[config.mk]
export PLATFORM = sky130hd
export DESIGN_NAME = sm_alu_bcd
export DESIGN_NICKNAME = d
export VERILOG_FILES = /design/src/rtl/sm_alu_pkg.sv /design/src/rtl/bcd_dabble.sv /design/src/rtl/sm_alu_bcd.sv
export SDC_FILE = /design/constraint.sdc
export NUM_CORES = 1
export LEC_CHECK = 0
export ABC_AREA = 1
export CORE_AREA = 2 2 92 76
export CTS_BUF_LIST = sky130_fd_sc_hd__clkbuf_2
export DETAILED_ROUTE_END_ITERATION = 10
export DIE_AREA = 0 0 94 78
export DONT_BUFFER_PORTS = 1
export GPL_TIMING_DRIVEN = 0
export PLACE_DENSITY = 0.83
export SKIP_CTS_REPAIR_TIMING = 1
export SYNTH_ARGS = -nofsm -noshare
export SYNTH_HDL_FRONTEND = slang
export SYNTH_SLANG_ARGS = --single-unit
export TNS_END_PERCENT = 100
[constraint.sdc]
create_clock -name clk -period 4.8 [get_ports clk]
set_input_delay 0.72 -clock clk [delete_from_list [all_inputs] [get_ports clk]]
set_output_delay 0.72 -clock clk [all_outputs]
set_load 0.005 [all_outputs]
[src/rtl/sm_alu_pkg.sv]
// Shared definitions for the sign-magnitude ALU with BCD conversion:
// opcodes, controller state encoding, debug view and the add/sub sign helper.
package sm_alu_pkg;

   localparam logic [1:0] OP_ADD = 2'b00;
   localparam logic [1:0] OP_SUB = 2'b01;
   localparam logic [1:0] OP_MUL = 2'b10;
   localparam logic [1:0] OP_RSV = 2'b11;

   typedef enum logic [1:0] {
      ST_IDLE = 2'd0,
      ST_EXEC = 2'd1,
      ST_CONV = 2'd2,
      ST_DONE = 2'd3
   } sm_state_e;

   // Observation point for checkers: controller state plus converter activity.
   typedef struct packed {
      sm_state_e state;
      logic      dab_busy;
   } sm_dbg_t;

   // Outcome of a sign-magnitude add once B's effective sign is known.
   typedef struct packed {
      logic neg;  // raw result sign (before zero normalisation)
      logic sub;  // magnitudes are subtracted (larger minus smaller)
   } sm_plan_t;

   // Equal signs add magnitudes and keep the sign; unequal signs subtract
   // the smaller magnitude from the larger and take the larger's sign.
   function automatic sm_plan_t sm_plan(input logic a_sign,
                                        input logic b_sign,
                                        input logic a_ge_b);
      sm_plan_t p;
      p.sub = a_sign ^ b_sign;
      p.neg = p.sub ? (a_ge_b ? a_sign : b_sign) : a_sign;
      return p;
   endfunction

endpackage

[src/rtl/bcd_dabble.sv]
// Sequential double-dabble binary-to-BCD converter. A start pulse while idle
// loads the binary value and performs the first step in the same edge; the
// remaining BITS-1 steps follow, and done pulses the cycle after the last one.
module bcd_dabble #(
   parameter int BITS   = 6,
   parameter int DIGITS = 2
) (
   input  logic                  clk,
   input  logic                  ar,
   input  logic                  start,
   input  logic [BITS-1:0]       bin,
   output logic                  busy,
   output logic                  done,
   output logic [4*DIGITS-1:0]   bcd
);

   localparam int BCD_W = 4 * DIGITS;
   localparam int CNT_W = $clog2(BITS);

   logic [BITS-1:0]  bin_q, bin_d, src_bin;
   logic [BCD_W-1:0] bcd_q, bcd_d, src_bcd, fix;
   logic [CNT_W-1:0] cnt_q;
   logic             busy_q, done_q;

   // One conversion step: add 3 to every digit >= 5, then shift {bcd, bin} left.
   always_comb begin
      src_bcd = busy_q ? bcd_q : '0;
      src_bin = busy_q ? bin_q : bin;
      fix     = src_bcd;
      for (int d = 0; d < DIGITS; d++) begin
         if (src_bcd[4*d +: 4] >= 4'd5) begin
            fix[4*d +: 4] = src_bcd[4*d +: 4] + 4'd3;
         end
      end
      {bcd_d, bin_d} = {fix, src_bin} << 1;
   end

   // Step sequencer: start loads and steps once, then BITS-1 further steps.
   always_ff @(posedge clk) begin
      if (ar) begin
         bin_q  <= '0;
         bcd_q  <= '0;
         cnt_q  <= '0;
         busy_q <= 1'b0;
         done_q <= 1'b0;
      end else begin
         done_q <= 1'b0;
         if (busy_q) begin
            bin_q <= bin_d;
            bcd_q <= bcd_d;
            cnt_q <= cnt_q + CNT_W'(1);
            if (cnt_q == CNT_W'(BITS - 1)) begin
               busy_q <= 1'b0;
               done_q <= 1'b1;
            end
         end else if (start) begin
            bin_q  <= bin_d;
            bcd_q  <= bcd_d;
            cnt_q  <= CNT_W'(1);
            busy_q <= 1'b1;
         end
      end
   end

   assign busy = busy_q;
   assign done = done_q;
   assign bcd  = bcd_q;

endmodule

[src/rtl/sm_alu_bcd.sv]
// Sign-magnitude add/sub/multiply unit with sequential BCD conversion.
// Handshake: start is sampled only in IDLE; once accepted, busy is high for
// every EXEC/CONV cycle, then done pulses for exactly one cycle with
// res_sign/res_mag/bcd/err already valid. Starts outside IDLE are dropped.
module sm_alu_bcd
   import sm_alu_pkg::*;
#(
   parameter int W      = 3,
   parameter int DIGITS = 2
) (
   input  logic                 clk,
   input  logic                 ar,
   input  logic                 start,
   input  logic [1:0]           op,
   input  logic                 a_sign,
   input  logic [W-1:0]         a_mag,
   input  logic                 b_sign,
   input  logic [W-1:0]         b_mag,
   output logic                 busy,
   output logic                 done,
   output logic                 err,
   output logic                 res_sign,
   output logic [2*W-1:0]       res_mag,
   output logic [4*DIGITS-1:0]  bcd,
   output sm_dbg_t              dbg
);

   localparam int MAG_W = 2 * W;
   localparam int BCD_W = 4 * DIGITS;
   localparam int CNT_W = $clog2(W);

   sm_state_e        state_q;
   logic [1:0]       op_q;
   logic             a_sign_q, b_sign_q;
   logic [W-1:0]     a_mag_q, b_mag_q, mplier_q;
   logic [MAG_W-1:0] acc_q, mcand_q, work_mag_q;
   logic             work_sign_q;
   logic [CNT_W-1:0] cnt_q;
   logic             busy_q, done_q, err_q, res_sign_q;
   logic [MAG_W-1:0] res_mag_q;
   logic [BCD_W-1:0] bcd_q;

   logic             b_eff, a_ge_b, exec_neg, exec_sign, exec_last, dab_start;
   sm_plan_t         plan;
   logic [MAG_W-1:0] add_mag, acc_d, exec_mag;
   logic             dab_busy, dab_done;
   logic [BCD_W-1:0] dab_bcd;

   // Execute datapath: add/sub result, next multiplier partial sum, and the
   // normalised value handed to the converter on the last EXEC cycle.
   always_comb begin
      b_eff  = b_sign_q ^ (op_q == OP_SUB);
      a_ge_b = a_mag_q >= b_mag_q;
      plan   = sm_plan(a_sign_q, b_eff, a_ge_b);
      if (!plan.sub) begin
         add_mag = MAG_W'(a_mag_q) + MAG_W'(b_mag_q);
      end else if (a_ge_b) begin
         add_mag = MAG_W'(a_mag_q - b_mag_q);
      end else begin
         add_mag = MAG_W'(b_mag_q - a_mag_q);
      end
      acc_d = mplier_q[0] ? (acc_q + mcand_q) : acc_q;
      if (op_q == OP_MUL) begin
         exec_mag  = acc_d;
         exec_neg  = a_sign_q ^ b_sign_q;
         exec_last = (cnt_q == CNT_W'(W - 1));
      end else begin
         exec_mag  = add_mag;
         exec_neg  = plan.neg;
         exec_last = 1'b1;
      end
      // A zero magnitude is always reported as +0.
      exec_sign = exec_neg & (exec_mag != '0);
      dab_start = (state_q == ST_EXEC) && exec_last;
   end

   bcd_dabble #(
      .BITS   (MAG_W),
      .DIGITS (DIGITS)
   ) u_dabble (
      .clk   (clk),
      .ar    (ar),
      .start (dab_start),
      .bin   (exec_mag),
      .busy  (dab_busy),
      .done  (dab_done),
      .bcd   (dab_bcd)
   );

   // Controller FSM with registered handshake and result outputs.
   always_ff @(posedge clk) begin
      if (ar) begin
         state_q     <= ST_IDLE;
         op_q        <= OP_ADD;
         a_sign_q    <= 1'b0;
         a_mag_q     <= '0;
         b_sign_q    <= 1'b0;
         b_mag_q     <= '0;
         mplier_q    <= '0;
         acc_q       <= '0;
         mcand_q     <= '0;
         cnt_q       <= '0;
         work_mag_q  <= '0;
         work_sign_q <= 1'b0;
         busy_q      <= 1'b0;
         done_q      <= 1'b0;
         err_q       <= 1'b0;
         res_sign_q  <= 1'b0;
         res_mag_q   <= '0;
         bcd_q       <= '0;
      end else begin
         done_q <= 1'b0;
         case (state_q)
            ST_IDLE: begin
               if (start) begin
                  op_q     <= op;
                  a_sign_q <= a_sign;
                  a_mag_q  <= a_mag;
                  b_sign_q <= b_sign;
                  b_mag_q  <= b_mag;
                  mplier_q <= b_mag;
                  mcand_q  <= MAG_W'(a_mag);
                  acc_q    <= '0;
                  cnt_q    <= '0;
                  err_q    <= (op == OP_RSV);
                  if (op == OP_RSV) begin
                     state_q <= ST_DONE;
                     done_q  <= 1'b1;
                  end else begin
                     state_q <= ST_EXEC;
                     busy_q  <= 1'b1;
                  end
               end
            end
            ST_EXEC: begin
               if (op_q == OP_MUL) begin
                  acc_q    <= acc_d;
                  mcand_q  <= mcand_q << 1;
                  mplier_q <= mplier_q >> 1;
                  cnt_q    <= cnt_q + CNT_W'(1);
               end
               if (exec_last) begin
                  work_mag_q  <= exec_mag;
                  work_sign_q <= exec_sign;
                  state_q     <= ST_CONV;
               end
            end
            ST_CONV: begin
               if (dab_done) begin
                  state_q    <= ST_DONE;
                  busy_q     <= 1'b0;
                  done_q     <= 1'b1;
                  res_sign_q <= work_sign_q;
                  res_mag_q  <= work_mag_q;
                  bcd_q      <= dab_bcd;
               end
            end
            ST_DONE: begin
               state_q <= ST_IDLE;
            end
         endcase
      end
   end

   assign busy         = busy_q;
   assign done         = done_q;
   assign err          = err_q;
   assign res_sign     = res_sign_q;
   assign res_mag      = res_mag_q;
   assign bcd          = bcd_q;
   assign dbg.state    = state_q;
   assign dbg.dab_busy = dab_busy;

endmodule

# == Yosys cells after proc, flatten, opt, wreduce, memory -nomap -nowiden ==
# Index checks and enable logic that the tools add are counted.
# classes
reduce_logical,13
mul,0
n_mux,47
div,0
bitwise_logic,5
n_addsub,8
eq_ne,13
n_lt_le_gt_ge,3
n_shift,0
# op_table
op,n
6-bit 2-to-1 mux,11
8-bit 2-to-1 mux,3
6-bit one-hot mux with 2 select lines,2
3-bit 2-to-1 mux,5
1-bit 2-to-1 mux,14
2-bit 2-to-1 mux,6
2-bit == test (second input constant),5
4-bit by 3-bit >= comparator with 1-bit output (second input constant),2
2-bit inequality test (second input constant),4
2-bit one-hot mux with 4 select lines,1
3-bit by 3-bit subtractor with 4-bit output,2
6-bit adder,1
3-bit one-hot mux with 2 select lines,1
2-bit AND reduction,3
3-bit AND reduction,2
2-bit nonzero test,3
6-bit nonzero test,1
3-bit by 3-bit adder with 4-bit output,1
4-bit by 2-bit adder with 4-bit output (second input constant),1
2-bit by 1-bit == test with 1-bit output (second input constant),2
4-bit 2-to-1 mux,1
1-bit one-hot mux with 2 select lines,2
2-bit one-hot mux with 2 select lines,1
4-bit AND reduction,1
other kinds (12),14
# totals
out_inout_bits,21
romBits,0
elab_cells,112
latch_bits,0
ram_bits,0
reg_bits,72
inputBits,13
memories,0

# == Logic depth before layout (Yosys ltp) ==
# Gate-level depths: netlist of the first run.
# depth
ltp_word,8
depth_mapped,18
mapped_depth_nobuf,18

# == By module ==
# Synthesis of the first run repeated with hierarchy kept, for this count alone.
# unflattened
hier_cells,546
hier_area_um2,3849.9
# by_module_without_submodules
module,instances,cells_each,seq_area_each_um2,area_per_inst_um2
sm_alu_bcd,1,411,1081.0,2886.5
bcd_dabble,1,135,360.3,963.4

# == Worst setup path before layout of the first run ==
# OpenSTA, ideal clock, no wires.
# synth_path
path_type,register to register
start,reg b_mag_q[1]
end,reg work_sign_q
required_ps,4668
arrival_ps,2042
setup_time_ps,132
setup_slack_ps,2625
stages_incl_launch_ff,16
path_buffers,0
period_less_slack_ps,2175
path_cell_list,dfxtp_1 > inv_1 > fa_1 > fa_1 > inv_1 > nand2_1 > nand3_1 > nand2_1 > nand2_1 > nand2_1 > inv_1 > nand3_1 > nor2_1 > nand2_1 > nand2_1 > a21oi_1
# synth_via
elab_chain_len,6
word_cells_on_any_way,12
cone_classes,3 x add/sub; 1 x order compare; 6 x mux; 1 x bitwise; 1 x reduce/logical
# synth_rtl
element,line_no,rtl
from (decl),sm_alu_bcd.sv:35,"logic [W-1:0] a_mag_q, b_mag_q, mplier_q;"
from (signal assigned),sm_alu_bcd.sv:120,b_mag_q <= b_mag;
3-bit by 3-bit subtractor with 4-bit output (tied with other cells),sm_alu_bcd.sv:60,add_mag = MAG_W'(b_mag_q - a_mag_q);
6-bit 2-to-1 mux,sm_alu_bcd.sv:57,end else if (a_ge_b) begin
6-bit 2-to-1 mux,sm_alu_bcd.sv:55,if (!plan.sub) begin
6-bit 2-to-1 mux,sm_alu_bcd.sv:63,if (op_q == OP_MUL) begin
6-bit nonzero test,sm_alu_bcd.sv:73,exec_sign = exec_neg & (exec_mag != '0);
1-bit AND *,sm_alu_bcd.sv:73,
to (signal assigned),sm_alu_bcd.sv:144,work_sign_q <= exec_sign;
to (decl),sm_alu_bcd.sv:37,logic work_sign_q;
# Every way passes the cells marked *; elsewhere a longest branch is shown, timed or not.
# A chain may end at the register's enable or synchronous reset.

# == Final worst setup path of the first run ==
# Ends and elaborated chain as after synthesis.

==> reports/results.ini, run 1 <==
[timing]
setup_tns_ps=0
min_period_ps=2560
timing.final.crit_share_pct=53.4
finalHoldViolations=0
relSlewSlack_pct=62.5
fin_skew_ps=27.5
finalMaxSlewViolations=0
setup_viol_count_final=0
rsz0062_at_grt=no
tightest_slew_ps=563
clock.fmax_ghz=0.390

[power_and_ir_drop]
clock_power_share_pct=19.1
total_power_mw=1.90
p_leak_nw=1.75
switching_share_pct=43.9
switchingPower_mw=0.836
worst_ir_drop_vdd_uv=156
cellPowerDensity_nw_per_um2=481
seq_power_share_pct=39.5
combPwrFrac_pct=41.4
intPower_mw=1.07

[synth]
yosysTopAreaCell=dfxtp_1
synth-edff-count=0
synth.top_cells.by_area=dfxtp_1 39%, nand2_1 12%, ha_1 8.1%, a21oi_1 6.8%, o21ai_0 6.0%
avgSynthCellArea_um2=7.20
synth_seq_area_share_pct=38.7
yosysWarnings=0
synthMuxAreaShare_pct=0.571
synth_xor_area_share_pct=0.940
synth_flop_cell=dfxtp_1
synth_top_family_by_area=simple AND/OR/NAND/NOR gates
syn_area_um2=3730
ys_ff_latch=72
yosys.area_share.simple_pct=23.8
syn_inst=518
synth_top_cell_area_share_pct=38.7
synth.distinct_cells=33
ys_top_cells_by_count=115 x nand2_1, 72 x dfxtp_1, 54 x inv_1
synth.most_common_cell=nand2_1
yosys.area_share.adder_pct=10.7
synth_fp_nets=560
async_flop_share_pct=0
synth_compound_area_share_pct=17.0

[floorplan]
num_rows=26
dieWidth_um=94
core_um2=6340
start_util_pct=58.8
die_area_um2=7330
io_pins=34
die_h_um=78

[place]
port_buffers=0
globalplace.congestion=0.979
hpwl_um=6600

[setup_path]
cp_data_arrival_time_ps=2980
worstPathMaxFanout=5
worstReg2RegEnd=work_sign_q
endpoint_kind=register
slowest_delay_ps=530
r2r_cells=15
cp_top_family=adder cells
crit_top_cell=nand2_1
regToRegStartpoint=b_mag_q[1]
crit_chain=inv_1 -> fa_1 -> fa_1 -> inv_1 -> nand2_1 -> nand3_1 -> nand2_1 -> nand2_1 -> nand2_1 -> inv_1 -> nand3_1 -> nor2_1 -> nand2_1 -> nand2_1 -> a21oi_1
crit_type=register to register
slowest_stage=dfxtp_1
crit_buf_inv=3
crit_required_ps=5220
startpoint_type=register
rrSetupSlack_ps=2240

[finish]
register_area_um2=1440
drive_gt1_share_pct=7.30
final_util_pct=62.4
diodes=0
area_growth_pct=6.21
fin_nets=571
multi_input_area_um2=1980
num-fill-cells=563

[hold_path]
min-delay-start=a_mag[0]
hold_path_end=a_mag_q[0]
hold_path_depth=2
min_path_type=input port to register

[cts]
worstSkewPairLatency_ps=540
cts_buffer_depth=2
h-tree-depth=3
cts.sinks=72
clkTransAtPathRegs_ps=220
root_buffer=clkbuf_2
cts_buffers=9
cts_tree=built

[grt]
grt_pass1_wl_um=14900
grt_usage_pct=25.8
overflow=0
antenna_found_initial=0
grt_pass1_vias=3260
grt_max_degree=15

[status]
status=completed

[detailed_routing]
num_vias=3504
firstDrtPassIters=6
drc_errors=0
wl_per_cell_um=14.3
first_iter_violations=279
postRouteAntennaNets=0
drt-total-wl_um=8840
viasPerCell=5.67

[job]
maxCapViolCount=0

==> final cells by class <==
cell class	count	share of cell area (%)
multi-input combinational	367	49.9
clock buffer	9	1.14
clock inverter	7	2.05
tap	84	2.65
buffer	19	2.09
inverter	60	5.72
sequential	72	36.4
==> flip-flops by register name (all words and copies together) (netlist names), 2 cells and up <==
signal,cells
u_dabble.bin_q,5
mcand_q,6
u_dabble.cnt_q,3
res_mag,6
acc_q,6
state_q,2
work_mag_q,6
op_q,2
b_mag_q,3
cnt_q,2
a_mag_q,3
bcd,8
mplier_q,3
u_dabble.bcd,8
==> per-layer routing <==
metal / up-vias / track usage, % / part of all wire, %
met5: - / 0 / 0
met4: 0 / 6.23 / 1.2
met3: 20 / 7.18 / 7.8
met2: 136 / 42.6 / 47
met1: 1636 / 33.5 / 44
li1: 1712 / - / -
==> stage by stage <==
step	cell area [um2]	instances	hold WS, ps	worst slack [ps]
after floorplan	3730	518	440	2630
after global placement	3830	602	453	2350
after detailed placement	3830	602	453	2290
after CTS	3960	618	268	2280
after global routing	3960	618	293	2070
final	3960	618	300	2240
==> layout by cell type, fill, tap and decap left out <==
cell / instances
a2bb2oi_1: 1
clkbuf_1: 14
clkinvlp_4: 1
buf_4: 2
buf_2: 3
nand2_2: 2
mux2_2: 1
nand3b_1: 1
clkinv_2: 1
o22ai_1: 7
nor2_1: 46
dfxtp_1: 72
mux2i_1: 1
clkinv_1: 1
bufinv_16: 1
a21boi_0: 1
inv_2: 4
ha_1: 24
inv_1: 54
nand3_1: 37
o21ai_2: 2
nand2_1: 115
inv_6: 1
o31ai_1: 1
or2_2: 7
o21ai_0: 45
or2_1: 1
xor2_1: 3
clkbuf_2: 9
nor3_1: 3
o21a_1: 1
clkinv_4: 4
a21oi_1: 51
nor2_4: 1
xnor2_1: 1
a31oi_1: 9
fa_1: 5
o21ai_1: 1
==> worst reg2reg max path, delay by kind of cell, from the launching register on <==
kind	cells	cell delay, ps
buf+inv	3	330
fa+ha+maj	2	800
compound gates	1	60
simple gates	9	740
flops	1	530
==> cells by family after synthesis <==
kind of cell	count (synthesis)
flops	72
fa+ha+maj	29
buf+inv	79
xor+xnor	4
compound gates	119
mux	2
simple gates	213
==> worst max-delay path by stage <==
stage | endpoint | depth (start not counted) | from | slack, ps
final | work_sign_q | 15 | b_mag_q[1] | 2240
after global routing | u_dabble.bcd[6] | 10 | u_dabble.busy | 2070
after CTS | work_sign_q | 15 | b_mag_q[1] | 2280
after global placement | work_sign_q | 15 | b_mag_q[1] | 2350
after floorplan | work_sign_q | 15 | b_mag_q[1] | 2630
after detailed placement | work_sign_q | 15 | b_mag_q[1] | 2290
==> power groups by stage <==
stage	Clock, mW	Combinational [mW]	Sequential, mW
after floorplan	0	0.603	0.746
after global placement	0	0.740	0.759
after detailed placement	0	0.767	0.764
after CTS	0.372	0.771	0.751
after global routing	0.400	0.895	0.765
final	0.364	0.789	0.752
Power figures use the tool's default switching activity.
==> run 2: changes to the inputs <==
clock period = 2.7 ns   (was 4.8 ns; I/O delays follow)
==> run 2 against run 1 <==
  * Flip-flop and latch count unchanged
  * Sequential power up 78%
  * Cell count up 0.49%
  * Non-clock buffer count up 3
  * Largest power group unchanged
==> reports/results.ini, run 2 (synthesized netlist as in run 1, its figures left out) <==
[floorplan]
dieWidth_um=94
die_area_um2=7330
start_util_pct=58.8
num_rows=26
io_pins=34
die_h_um=78
core_um2=6340

[hold_path]
min_path_type=input port to register
hold_path_depth=2
min-delay-start=a_mag[0]
hold_path_end=mcand_q[0]

[detailed_routing]
wl_per_cell_um=14.3
viasPerCell=5.60
first_iter_violations=275
num_vias=3476
postRouteAntennaNets=0
drt-total-wl_um=8850
firstDrtPassIters=8
drc_errors=0

[power_and_ir_drop]
switchingPower_mw=1.49
switching_share_pct=43.9
combPwrFrac_pct=41.4
worst_ir_drop_vdd_uv=279
p_leak_nw=1.77
clock_power_share_pct=19.2
intPower_mw=1.90
seq_power_share_pct=39.4
cellPowerDensity_nw_per_um2=851

[cts]
cts_buffer_depth=2
worstSkewPairLatency_ps=550
clkTransAtPathRegs_ps=220
h-tree-depth=3
root_buffer=clkbuf_2
cts.sinks=72
cts_buffers=9
cts_tree=built

[grt]
antenna_found_initial=0
grt_pass1_wl_um=14900
grt_usage_pct=25.8
overflow=0
grt_max_degree=15
grt_pass1_vias=3260

[place]
port_buffers=0
globalplace.congestion=0.979
hpwl_um=6600
place_ws_ps=187

[timing]
tightest_slew_ps=577
finalMaxSlewViolations=0
worst_slack_ps=181
rsz0062_at_grt=no
relSlewSlack_pct=61.5
fin_skew_ps=27.4
min_period_ps=2520
finalHoldViolations=0
setup_tns_ps=0
setup_viol_count_final=0
timing.final.crit_share_pct=93.3
clock.fmax_ghz=0.397

[setup_path]
crit_required_ps=3140
endpoint_kind=register
crit_start=a_mag_q[0]
worstPathMaxFanout=4
regToRegStartpoint=a_mag_q[0]
rrSetupSlack_ps=180
crit_type=register to register
cp_data_arrival_time_ps=2960
r2r_cells=17
startpoint_type=register
worstReg2RegEnd=work_sign_q

[status]
status=completed

[finish]
diodes=0
fin_nets=574
layout_commonest_cell=nand2_1
drive_gt1_share_pct=7.64
layout_common_cells=115 x nand2_1, 71 x dfxtp_1, 54 x inv_1
area_growth_pct=7.08

[job]
maxCapViolCount=0

## run 2: how the worst max path moves through the flow
stage	end	slack, ps	depth (start not counted)
after floorplan	work_sign_q	530	15
after global placement	work_sign_q	250	15
after detailed placement	work_sign_q	190	15
after CTS	work_sign_q	180	15
after global routing	u_dabble.bin_q[4]	50	16
final	work_sign_q	180	17
## run 2: critical path, stage by stage (launching register included)
cell     delay [ps]
dfxtp_1         390
inv_1            80
ha_1            150
inv_1            60
fa_1            380
fa_1            370
inv_1           110
nand2_1         110
nand3_1          80
nand2_1          50
nand2_1         120
nand2_1          60
inv_1            70
nand3_1          60
nor2_1          110
nand2_1          80
nand2_1          80
a21oi_1          60
## run 2: metal layers
layer,vias up,wire (um),global-route usage [%]
met5,-,0,0
li1,1718,-,-
met2,144,4160,42.6
met1,1594,3850,33.5
met4,0,104,6.23
met3,20,739,7.18
## run 2: cell type report
class,instances,area [um2]
fillers,562,2350
multi-input cells,367,1980
flip-flops and latches,72,1440
inverters,60,226
well taps,84,105
plain buffers,19,83.8
clock inverters,7,81.3
clock buffers,9,45.0
repair buffers,3,30.0
## run 2: power by group through the flow
stage	logic [mW]	registers [mW]	clock network [mW]
floorplan	1.07	1.33	0
global placement	1.31	1.35	0
detailed placement	1.36	1.36	0
CTS	1.37	1.34	0.661
global route	1.60	1.36	0.711
finish	1.41	1.34	0.652
## run 2: per-stage QoR
step	instance area, um2	power [mW]	hold slack (ps)	util [%]	std cells
2_1_floorplan	3730	2.40	440	-	518
3_3_place_gp	3830	2.66	453	60.4	602
3_5_place_dp	3830	2.72	453	60.4	602
4_1_cts	3960	3.37	-47.1	62.4	618
5_1_grt	3990	3.67	1.63	62.9	621
6_report	3990	3.40	3.39	62.9	621
